<file path="src/rtl/mem_arbiter.sv">
// Two-port (instruction fetch / data) arbiter in front of a single-port memory
// with fixed read latency. Define MEM_ARB_ROUND_ROBIN_EN for round-robin on contention.
//
// state | meaning
// IDLE  | waiting for a request; sampling edge latches winner and access fields
// ISSUE | mem_en high for this single cycle; latency counter loaded
// WAIT  | counter runs down; read data captured on the last wait cycle
// ACK   | winner's ack high for one cycle; requests ignored
module mem_arbiter #(
    parameter int ADDR_W  = 16,
    parameter int DATA_W  = 16,
    parameter int LATENCY = 1
) (
    input  logic              clk,
    input  logic              rst,
    input  logic              i_req,
    input  logic [ADDR_W-1:0] i_addr,
    output logic [DATA_W-1:0] i_rdata,
    output logic              i_ack,
    input  logic              d_req,
    input  logic              d_we,
    input  logic [ADDR_W-1:0] d_addr,
    input  logic [DATA_W-1:0] d_wdata,
    output logic [DATA_W-1:0] d_rdata,
    output logic              d_ack,
    output logic              mem_en,
    output logic              mem_we,
    output logic [ADDR_W-1:0] mem_addr,
    output logic [DATA_W-1:0] mem_wdata,
    input  logic [DATA_W-1:0] mem_rdata
);

    typedef enum logic [1:0] {IDLE, ISSUE, WAIT, ACK} state_t;

    state_t     state, state_nxt;
    logic [3:0] cnt;
    logic       grant_d;
    logic       we_l;
    logic       pick_d;
    logic       any_req;
    logic       done;

    assign any_req = i_req | d_req;
    assign done    = (state == WAIT) && (cnt <= 4'd1);

`ifdef MEM_ARB_ROUND_ROBIN_EN
    logic last_d;

    always_comb begin
        pick_d = d_req;
        if (i_req && d_req)
            pick_d = ~last_d;
    end

    always_ff @(posedge clk or posedge rst) begin
        if (rst)
            last_d <= 1'b1;
        else if (state == IDLE && any_req)
            last_d <= pick_d;
    end
`else
    assign pick_d = d_req;
`endif

    always_ff @(posedge clk or posedge rst) begin
        if (rst)
            state <= IDLE;
        else
            state <= state_nxt;
    end

    always_comb begin
        state_nxt = state;
        case (state)
            IDLE:    if (any_req) state_nxt = ISSUE;
            ISSUE:   state_nxt = WAIT;
            WAIT:    if (done) state_nxt = ACK;
            ACK:     state_nxt = IDLE;
            default: state_nxt = IDLE;
        endcase
    end

    always_ff @(posedge clk or posedge rst) begin
        if (rst) begin
            cnt       <= 4'd0;
            grant_d   <= 1'b0;
            we_l      <= 1'b0;
            mem_en    <= 1'b0;
            mem_we    <= 1'b0;
            mem_addr  <= '0;
            mem_wdata <= '0;
            i_ack     <= 1'b0;
            d_ack     <= 1'b0;
            i_rdata   <= '0;
            d_rdata   <= '0;
        end else begin
            mem_en <= 1'b0;
            mem_we <= 1'b0;
            i_ack  <= 1'b0;
            d_ack  <= 1'b0;
            case (state)
                IDLE: begin
                    if (any_req) begin
                        grant_d  <= pick_d;
                        we_l     <= pick_d & d_we;
                        mem_en   <= 1'b1;
                        mem_we   <= pick_d & d_we;
                        mem_addr <= pick_d ? d_addr : i_addr;
                        if (pick_d)
                            mem_wdata <= d_wdata;
                    end
                end
                ISSUE: cnt <= 4'(LATENCY);
                WAIT: begin
                    cnt <= cnt - 4'd1;
                    if (done) begin
                        // a write leaves d_rdata holding the last read word
                        if (!grant_d)
                            i_rdata <= mem_rdata;
                        else if (!we_l)
                            d_rdata <= mem_rdata;
                        i_ack <= ~grant_d;
                        d_ack <= grant_d;
                    end
                end
                default: ;
            endcase
        end
    end

endmodule

</file>
<file path="config.mk">
export PLATFORM = sky130hd
export DESIGN_NAME = mem_arbiter
export DESIGN_NICKNAME = d
export VERILOG_FILES = /design/src/rtl/mem_arbiter.sv
export SDC_FILE = /design/constraint.sdc
export NUM_CORES = 1
export LEC_CHECK = 0
export CORE_MARGIN = 4
export CORE_UTILIZATION = 38
export DETAILED_ROUTE_END_ITERATION = 16
export GPL_TIMING_DRIVEN = 0
export PLACE_DENSITY = 0.82
export SYNTH_ARGS = -nofsm -noshare
export SYNTH_HDL_FRONTEND = slang
export SYNTH_SLANG_ARGS = --single-unit
</file>
<file path="constraint.sdc">
create_clock -name clk -period 2.1 [get_ports clk]
set_input_delay 0.21 -clock clk [delete_from_list [all_inputs] [get_ports clk]]
set_output_delay 0.21 -clock clk [all_outputs]
set_load 0.01 [all_outputs]
</file>
# After elaboration in Yosys (flattened, before gate mapping)
# Index checks and enable logic that the tools add are counted.
[totals] register_bits=76 in_bits=69 out_inout_bits=68
[classes] n_addsub=1 order_cmp=1 eq_ne=5 mux=13 n_bitwise=4 n_reduce_logical=8
[ops] operator="$mux W16" n=1
[ops] operator="$mux W1" n=8
[ops] operator="$pmux W2 S4" n=1
[ops] operator="$pmux W4 S2" n=1
[ops] operator="$reduce_and A3 Y1" n=2
[ops] operator="$eq A2 B2 Y1 const B" n=2
[ops] operator="$le A4 B1 Y1 const B" n=1
[ops] operator="$mux W2" n=2
[ops] operator="$ne A2 B2 Y1 const B" n=2
[ops] operator="$reduce_and A2 Y1" n=2
[ops] operator="$reduce_and A4 Y1" n=1
[ops] operator="$sub A4 B1 Y4 const B" n=1
[ops] operator="$eq A2 B1 Y1 const B" n=1
[ops] operator="$logic_not A2 Y1" n=1
[ops] operator="$not A1 Y1" n=2
[ops] operator="$reduce_bool A2 Y1" n=1
[ops] operator="$and A1 B1 Y1" n=1
[ops] operator="$logic_and A1 B1 Y1" n=1
[ops] operator="$or A1 B1 Y1" n=1

# Depth between registers and ports, before layout
# Gate-level depths: netlist of the first run.
[depth] ltp_word=4 ltp_mapped=6 depth_no_buf=5

# Worst setup path before layout of the first run
# OpenSTA, ideal clock, no wires.
[synth_path] path_type="register -> register" from="reg state[0]" to="reg d_rdata[0]" setup_time_ns=0.125 arrival_ns=1.560 t_required_ns=1.975 slack_ns=0.415 stages_incl_launch_ff=7 path_buffers=1 period_less_slack_ns=1.685 path_cell_list="dfrtp_1 > inv_1 > ha_1 > and2b_4 > nand4b_4 > buf_6 > mux2_4"
[synth_between] elab_chain_len=3
[synth_lines] element="from (decl)" line_no="35" rtl="state_t state, state_nxt;"
[synth_lines] element="from (signal assigned)" line_no="69" rtl="state <= state_nxt;"
[synth_lines] element="$eq A2 B2 Y1 *" line_no="44, 101"
[synth_lines] element="$logic_and A1 B1 Y1" line_no="44" rtl="assign done = (state == WAIT) && (cnt <= 4'd1);"
[synth_lines] element="$reduce_and A4 Y1 (no source line) *"
[synth_lines] element="to (signal assigned)" line_no="121" rtl="d_rdata <= mem_rdata;"
[synth_lines] element="to (decl)" line_no="24" rtl="output logic [DATA_W-1:0] d_rdata,"
# Mark *: on every way between the ends. The rest lies on a longest branch, timed or not.
# A chain may end at the register's enable or synchronous reset.

# Worst setup path in the final report of the first run
[layout_path] from="reg state[0]" to="reg d_rdata[6]"
# The elaborated chain is that of the path after synthesis.

==> flow_summary.yaml, run 1 <==
hold_path:
  min_path_type: "input port to async pin"
setup_path:
  timing.critical_path.buf_inv: 2
  crit_path_max_incr_delay_ps: 360
  critPathKind: "flip-flop to flip-flop"
  r2r_cells: 6
  cp_cell_sequence: "inv_1, ha_1, and2b_4, nand4b_4, buf_6, mux2_4"
  cp_data_required_time_ps: 2320
  critical_path_cell_count: 6
  worst_ep_arrival_time_ps: 2150
  setup.worst_path.end_class: "flip-flop"
  crit_slowest_cell: "dfrtp_1"
  critical_path.startpoint_type: "flip-flop"
  path_delay_family: "simple AND/OR/NAND/NOR gates"
  path_max_fanout: 10
sta:
  hold-worst-slack_ps: 379
  grt_setup_unrepaired: "false"
  finClkSkew_ps: 9.81
  worst_slew_pin_tran_ps: 821
  max_clock_freq_mhz: 519
  post-route-min-period_ps: 1930
  tns_ps: 0
  slew_limit_headroom_pct: 45.2
  finalHoldViolations: 0
  timing.final.setup_violations: 0
  slew_viol_final: 0
  timing.final.crit_share_pct: 91.8
global_routing:
  grt_antenna_before_repair: 0
  grt_pass1_wl_um: 12200
  grt_use_total_pct: 15.7
  first_global_vias: 2444
  grt_overflow_total: 0
  largest_net_degree_at_the_start_of_global_routing: 40
synthesis:
  synth-simple-area-share_pct: 5.88
  mappedNetlistArea_um2: 3170
  synth_top_flop_cell: "dfrtp_1"
  post-synth-top-area-fraction_pct: 60.0
  post_synth_xor_area_fraction_pct: 0
  synth_top_area_cell: "dfrtp_1"
  ys_types: 32
  synth-seq-cells: 76
  mappedNetlistNets: 297
  synth_edf_count: 0
  synth-seq-area-share_pct: 60.0
  synth_fa_ha_area_share_pct: 1.97
  synth.top_cells.by_area: "dfrtp_1 (60%), mux2_2 (14%), mux2_4 (5.2%)"
  synth_top_family_by_area: "multiplexers"
  synth-compound-area-share_pct: 5.40
  synth-async-reset-ratio_pct: 100
  synthMuxAreaShare_pct: 24.1
  synth_warnings: 0
  post_synth_inst_count: 223
  post_synth.cell_area_avg_um2: 14.2
cts:
  post_cts_buffers: 0
  tritoncts: "done"
  cts-root-buf: "clkbuf_8"
  cts_resized: 0
  cts.sinks: 76
  insertion_delay_ps: 330
  clock_path_buffers: 2
  post_cts_hold_buffer_count: 0
  worst_setup_hold_path_clk_slew_ps: 80
  cts.htree.levels: 3
  inserted_clock_buffers: 9
job:
  timing.max_cap.violations: 0
detailed_routing:
  routed_via_density: 4.74
  wl_um: 7340
  via_count: 2278
  dr.max_layer_used: "met4"
  m1WireLength_um: 2920
  wl_met3_um: 625
  wire_per_inst_um: 15.3
  drtIter0Drc: 45
  drtPass1Iterations: 3
  drc_errors: 0
  dr_wl_met2_um: 3720
  postRouteAntennaNets: 0
power:
  report.power.total_mw: 7.43
  static-leakage-power_nw: 2.19
  p_per_area_nw_per_um2: 1500
  vdd_ir_drop_max_mv: 0.612
die:
  floorplan.rows: 33
  die_y_um: 99.4
  initial_utilization_pct: 38.8
  floorplan.die_area_um2: 9870
  core_region_area_um2: 8180
  io_pins: 137
  dieWidth_um: 99.4
place:
  hpwl_um: 5720
  io_buffer_count: 136
  gp_congestion: 0.715
layout:
  total_number_of_nets_in_the_final_design: 445
  nFillCells: 647
  flow.area_growth_from_synthesis_pct: 55.7
  drive_gt1_share_pct: 21.5
  antenna_cells_inserted: 0
status:
  outcome: "finished, final reports clean"
## Yosys cell counts (2+ instances only)
cell type / instances
buf_6: 3
mux2_4: 11
ha_1: 5
nand2_1: 20
mux2i_1: 16
dfrtp_1: 76
o21ai_0: 17
clkbuf_1: 3
buf_2: 2
mux2_2: 39
o211ai_1: 2
and3_1: 2
inv_1: 8
## stage by stage
step	setup WS [ps]	std cells	utilization (%)	area, um2
6_report	173	481	60.4	4940
5_1_grt	44.8	481	60.4	4940
4_1_cts	122	481	60.4	4940
3_5_place_dp	164	465	57.3	4690
2_1_floorplan	415	223	-	3180
3_3_place_gp	156	464	57.1	4670
## worst reg2reg max path, stage by stage (launching register included)
cell and delay (ps):
dfrtp_1 360, inv_1 160, ha_1 330, and2b_4 250, nand4b_4 190, buf_6 220
mux2_4 310
## registers in the layout, indices dropped and copies added (netlist names)
signal,count
grant_d,1
i_ack,1
mem_addr,16
state,2
mem_en,1
d_rdata,16
mem_we,1
we_l,1
mem_wdata,16
d_ack,1
i_rdata,16
cnt,4
## metal layers
metal	GRT usage (%)	up-vias
li1	-	1078
met1	18.8	1106
met2	26.7	86
met3	5.61	8
met4	4.73	0
met5	0	-
## placed cells by master, fill, tap and decap left out, types with 2 or more instances in the layout
cell and count:
clkdlybuf4s50_1 136, dfrtp_1 76, mux2_2 39, nand2_1 20, o21ai_0 17, mux2i_1 16
mux2_4 11, clkbuf_8 10, inv_1 7, ha_1 5, buf_6 3, clkbuf_1 3
bufinv_16 3, buf_2 2, and3_1 2, clkinvlp_4 2, o211ai_1 2
## cell families after synthesis
| kind of cell | count (synthesis) |
|---|---|
| flip-flops | 76 |
| multiplexers | 66 |
| AND/OR/NAND/NOR | 32 |
| AO/OA/AOI/OAI | 28 |
| buffers and inverters | 16 |
| adder cells (fa/ha/maj) | 5 |
## worst paths after layout
kind | end | slack, ps | start
setup reg to reg | d_rdata[6] | 170 | state[0]
max in group asynchronous | mem_addr[6] | 1060 | rst
hold / removal | d_rdata[9] | 380 | rst
hold reg to reg | mem_addr[4] | 480 | mem_addr[4]
setup / recovery | d_rdata[6] | 170 | state[0]
min in group clk | mem_addr[4] | 480 | mem_addr[4]
## where the power goes
| part | internal, mW | total, mW | switching [mW] |
|---|---|---|---|
| sequential | 2.19 | 2.57 | 0.378 |
| clock | 0.822 | 1.34 | 0.521 |
| combinational | 2.12 | 3.52 | 1.39 |
## cell type report
cell class              count  area, um2  share of cell area, %
inverters                   8       33.8                  0.684
repair buffers            137       1380                   28.0
plain buffers               8       55.1                   1.12
well taps                 105        131                   2.66
clock buffers              10        138                   2.79
clock inverters             6        111                   2.26
multi-input cells         131       1180                   24.0
flip-flops and latches     76       1900                   38.5
Note: power is estimated with default switching activity, not from simulation.
==> run 2: changes to the inputs <==
Settings changed: CORE_UTILIZATION 38 to 45, DONT_BUFFER_PORTS set to 1, PLACE_DENSITY 0.82 to 0.68.
==> run 2 against run 1 <==
  * Cell area down 23%
  * Final cell count decreased by 24%
  * First-iteration DRC count grew 20%
  * Sequential share of layout area is 11 points higher
  * Core utilization down 4.5 points
  * Critical path depth unchanged
  * Count of clock-buffer cells in the layout fell by 1
  * Hold slack got worse by 360 ps
  * Critical path type unchanged
  * Largest power group is now sequential cells
==> flow_summary.yaml, run 2 (same netlist as run 1, synthesis figures left out) <==
global_routing:
  grt_antenna_before_repair: 0
  first_global_vias: 1975
  largest_net_degree_at_the_start_of_global_routing: 41
  grt_pass1_wl_um: 10200
  grt_use_total_pct: 15.7
  grt_overflow_total: 0
place:
  placement.cell_area_um2: 3320
  io_buffer_count: 0
  gp_congestion: 0.734
  hpwl_um: 4630
sta:
  finalHoldViolations: 0
  slew_viol_final: 0
  worst_slew_pin_tran_ps: 829
  finClkSkew_ps: 13.5
  max_clock_freq_mhz: 528
  timing.final.crit_share_pct: 90.1
  post-route-min-period_ps: 1890
  tns_ps: 0
  timing.final.setup_violations: 0
  slew_limit_headroom_pct: 44.6
  grt_setup_unrepaired: "false"
setup_path:
  critPathKind: "flip-flop to flip-flop"
  crit_path_max_incr_delay_ps: 370
  cp_cell_sequence: "inv_1, ha_1, and2b_4, nand4b_4, buf_6, mux2_4"
  setup.worst_path.end_class: "flip-flop"
  worst_ep_arrival_time_ps: 2120
  crit_slowest_cell: "dfrtp_1"
  critical_path.startpoint_type: "flip-flop"
  path_max_fanout: 10
  cp_data_required_time_ps: 2330
job:
  timing.max_cap.violations: 0
detailed_routing:
  routed_via_density: 5.16
  via_count: 1890
  wire_per_inst_um: 17.9
  drtPass1Iterations: 4
  drc_errors: 0
  wl_um: 6560
  postRouteAntennaNets: 0
  drtIter0Drc: 54
power:
  total_switching_power_mw: 2.17
  p_per_area_nw_per_um2: 1550
  vdd_ir_drop_max_mv: 0.680
  static-leakage-power_nw: 1.77
  power.share.sequential_pct: 51.5
  switching_share_pct: 36.7
  p_clk_share_pct: 19.4
  power.combinational.fraction_pct: 29.1
  p_int_mw: 3.75
cts:
  cts.htree.levels: 3
  cts_resized: 0
  clock_path_buffers: 2
  insertion_delay_ps: 340
  cts-root-buf: "clkbuf_8"
  cts.sinks: 76
  tritoncts: "done"
  worst_setup_hold_path_clk_slew_ps: 90
  inserted_clock_buffers: 9
layout:
  layout.cells.most_common_list: "dfrtp_1 (76), mux2_2 (39), dlygate4sd3_1 (30), nand2_1 (20), o21ai_0 (17)"
  total_area_of_multi_input_combinational_cells_um2: 1180
  antenna_cells_inserted: 0
  total_number_of_nets_in_the_final_design: 339
  mostFrequentLayoutCell: "dfrtp_1"
  sequential_cell_area_um2: 1900
  flow.area_growth_from_synthesis_pct: 20.4
  nFillCells: 563
  drive_gt1_share_pct: 30.0
  final_instance_area_um2: 3820
die:
  floorplan.die_area_um2: 8460
  dieWidth_um: 92.0
  core_region_area_um2: 6830
  initial_utilization_pct: 46.4
  die_y_um: 92.0
  floorplan.rows: 30
  io_pins: 137
status:
  outcome: "finished, final reports clean"
hold_path:
  min_path_type: "input port to flip-flop"
==> run 2: repair_timing <==
| action | in CTS | in global routing |
|---|---|---|
| hold endpoints to repair | 66 | 8 |
| hold buffers | 24 | 6 |
| setup buffers | 0 | 0 |
==> run 2: metrics by stage <==
stage          hold slack, ps  total power, mW  setup WS (ps)  utilization, %  instances
2_1_floorplan             359             4.33            415               -        223
3_3_place_gp              359             4.69            218            48.2        319
3_5_place_dp              271             4.79            205            48.5        320
4_1_cts                 0.163             5.99            200            55.0        360
5_1_grt                0.0460             6.33           79.9            55.9        366
6_report                 20.1             5.92            207            55.9        366
==> run 2: final timing paths <==
| kind | startpoint | endpoint | slack (ps) | depth (start not counted) |
|---|---|---|---|---|
| setup / recovery | state[0] | d_rdata[1] | 210 | 6 |
| hold / removal | mem_rdata[12] | d_rdata[12] | 20 | 1 |
| hold reg to reg | we_l | we_l | 510 | 1 |
| setup reg to reg | state[0] | d_rdata[1] | 210 | 6 |
| min in group asynchronous | rst | mem_wdata[0] | 490 | 2 |
| max in group asynchronous | rst | d_rdata[10] | 950 | 3 |
==> run 2: power by group through the flow <==
stage                     sequential (mW)  combinational [mW]  clock (mW)
after CTS                            3.06                1.74        1.19
after global placement               3.07                1.63           0
after floorplan                      2.88                1.45           0
final                                3.05                1.73        1.15
after detailed placement             3.08                1.71           0
after global routing                 3.14                1.93        1.26
==> run 2: worst max-delay path, delay by kind of cell (launching register included) <==
kind,cells,cell delay (ps)
muxes,1,310
and+or+nand+nor,2,430
buffers and inverters,2,370
adders and majority gates,1,310
DFF,1,370
==> run 2: area by class of cell <==
| class | instances | share of cell area (%) |
|---|---|---|
| flip-flops and latches | 76 | 49.8 |
| multi-input cells | 131 | 31.0 |
| repair buffers | 31 | 8.39 |
| clock buffers | 9 | 3.24 |
| well taps | 96 | 3.14 |
| clock inverters | 7 | 2.10 |
| plain buffers | 8 | 1.44 |
| inverters | 8 | 0.884 |
==> run 2: metal layers <==
layer	up-vias	global-route usage (%)	wire length (um)
met3	8	7.30	661
met1	930	18.4	2540
met5	-	0	0
met2	90	25.4	3270
met4	0	5.57	93
li1	862	-	-
==> run 3: changes to the inputs <==
Settings changed: CORE_MARGIN 4 to unset, GPL_TIMING_DRIVEN 0 to unset.
==> run 3 against run 2 <==
  * Sequential cell count did not move
  * First-iteration DRC count rose by 41%
  * Non-clock buffer count fell by 6
  * Clock power rose by 20%
  * Total power rose by 2.9%
  * Cell area rose by 0.29%
  * Die area fell by 13%
  * Wire length fell by 5.9%
  * Maximum frequency rose by 5.3%
  * Largest cell class unchanged
==> flow_summary.yaml, run 3 (same netlist as run 1, synthesis figures left out) <==
cts:
  cts-root-buf: "clkbuf_8"
  worst_setup_hold_path_clk_slew_ps: 80
  cts_resized: 0
  post_cts_buffers: 0
  insertion_delay_ps: 350
  cts.sinks: 76
  post_cts_hold_buffer_count: 22
  tritoncts: "done"
  inserted_clock_buffers: 9
  cts.htree.levels: 3
  clock_path_buffers: 2
setup_path:
  cp_cell_sequence: "inv_1, ha_1, o21ba_2, nand4b_4, mux2_4"
  path_max_fanout: 16
  cp_data_required_time_ps: 2330
  critPathKind: "flip-flop to flip-flop"
  critical_path.startpoint_type: "flip-flop"
  worst_ep_arrival_time_ps: 2030
  timing.critical_path.buf_inv: 1
  setup.worst_path.end_class: "flip-flop"
  path_delay_family: "flip-flops"
  crit_path_max_incr_delay_ps: 410
  crit_slowest_cell: "dfrtp_1"
place:
  io_buffer_count: 0
  placedCellCount: 314
  hpwl_um: 4140
  pre_cts_ws_ps: 310
  gp_congestion: 0.789
sta:
  slew_viol_final: 0
  post-route-min-period_ps: 1800
  finClkSkew_ps: 11.3
  tns_ps: 0
  slew_limit_headroom_pct: 23.8
  timing.final.crit_share_pct: 85.6
  worst_slew_pin_tran_ps: 1140
  grt_setup_unrepaired: "false"
  timing.final.setup_violations: 0
  finalHoldViolations: 0
  max_clock_freq_mhz: 556
  timing.final.ws_setup_ps: 302
die:
  io_pins: 137
  floorplan.die_area_um2: 7390
  core_region_area_um2: 6790
  floorplan.rows: 30
  die_y_um: 86.0
  initial_utilization_pct: 46.7
  dieWidth_um: 86.0
layout:
  mostFrequentLayoutCell: "dfrtp_1"
  antenna_cells_inserted: 0
  final_cell_count_no_fill: 360
  total_number_of_nets_in_the_final_design: 333
  drive_gt1_share_pct: 29.9
  layout.cells.most_common_list: "dfrtp_1 (76), mux2_2 (39), dlygate4sd3_1 (30), nand2_1 (20), o21ai_0 (17)"
  finalCoreUtilization_pct: 56.4
  flow.area_growth_from_synthesis_pct: 20.8
status:
  outcome: "finished, final reports clean"
power:
  p_int_mw: 3.97
  vdd_ir_drop_max_mv: 0.711
  power.share.sequential_pct: 49.7
  p_per_area_nw_per_um2: 1590
  report.power.total_mw: 6.10
  static-leakage-power_nw: 1.78
  switching_share_pct: 34.9
  p_clk_share_pct: 22.7
  power.combinational.fraction_pct: 27.6
  total_switching_power_mw: 2.13
detailed_routing:
  drtIter0Drc: 76
  wl_um: 6170
  wire_per_inst_um: 17.1
  via_count: 1844
  postRouteAntennaNets: 0
  drtPass1Iterations: 4
  routed_via_density: 5.12
  drc_errors: 0
job:
  timing.max_cap.violations: 0
global_routing:
  grt_pass1_wl_um: 9290
  grt_overflow_total: 0
  first_global_vias: 1935
  grt_antenna_before_repair: 0
  grt_use_total_pct: 16.8
  largest_net_degree_at_the_start_of_global_routing: 39
hold_path:
  min_path_type: "input port to flip-flop"
## run 3: worst register-to-register path: cells and delay by family, from the launching register on
kind / cells / cell delay [ps]
flip-flops: 1 / 410
AO/OA/AOI/OAI: 1 / 220
AND/OR/NAND/NOR: 1 / 350
multiplexers: 1 / 420
buffers and inverters: 1 / 80
adder cells (fa/ha/maj): 1 / 210
## run 3: power by group through the flow
stage,clock network [mW],registers [mW],logic [mW]
after floorplan,0,2.88,1.45
after global placement,0,3.05,1.57
after detailed placement,0,3.05,1.67
after CTS,1.42,3.04,1.69
after global routing,1.48,3.12,1.87
final,1.38,3.03,1.68
## run 3: layout make-up
class                   instances  area (um2)
fillers                       557        2960
flip-flops and latches         76        1900
multi-input cells             131        1190
repair buffers                 33         335
clock inverters                 7         128
clock buffers                   9         124
well taps                      96         120
inverters                       8        33.8
## run 3: layer usage
| metal | GRT usage, % | vias up | share of wire, % | routed length [um] |
|---|---|---|---|---|
| li1 | - | 847 | - | - |
| met5 | 0 | - | 0 | 0 |
| met2 | 28.4 | 82 | 52 | 3210 |
| met4 | 8.33 | 0 | 1.8 | 110 |
| met3 | 6.64 | 9 | 6.9 | 428 |
| met1 | 18.4 | 906 | 39 | 2430 |
## run 3: final timing paths
check	slack (ps)	endpoint	start	depth (start not counted)
max	300	d_rdata[7]	cnt[0]	5
min	20	mem_wdata[12]	d_wdata[12]	1
max reg2reg	300	d_rdata[7]	cnt[0]	5
min reg2reg	540	we_l	we_l	1
max in group asynchronous	980	mem_wdata[9]	rst	3
min in group asynchronous	490	mem_wdata[3]	rst	2
## run 3: stage by stage
| stage | cell area [um2] | hold WS [ps] |
|---|---|---|
| finish | 3830 | 16.3 |
| global route | 3830 | 0.960 |
| CTS | 3750 | 0.876 |
| detailed placement | 3280 | 271 |
| global placement | 3280 | 276 |
| floorplan | 3180 | 359 |
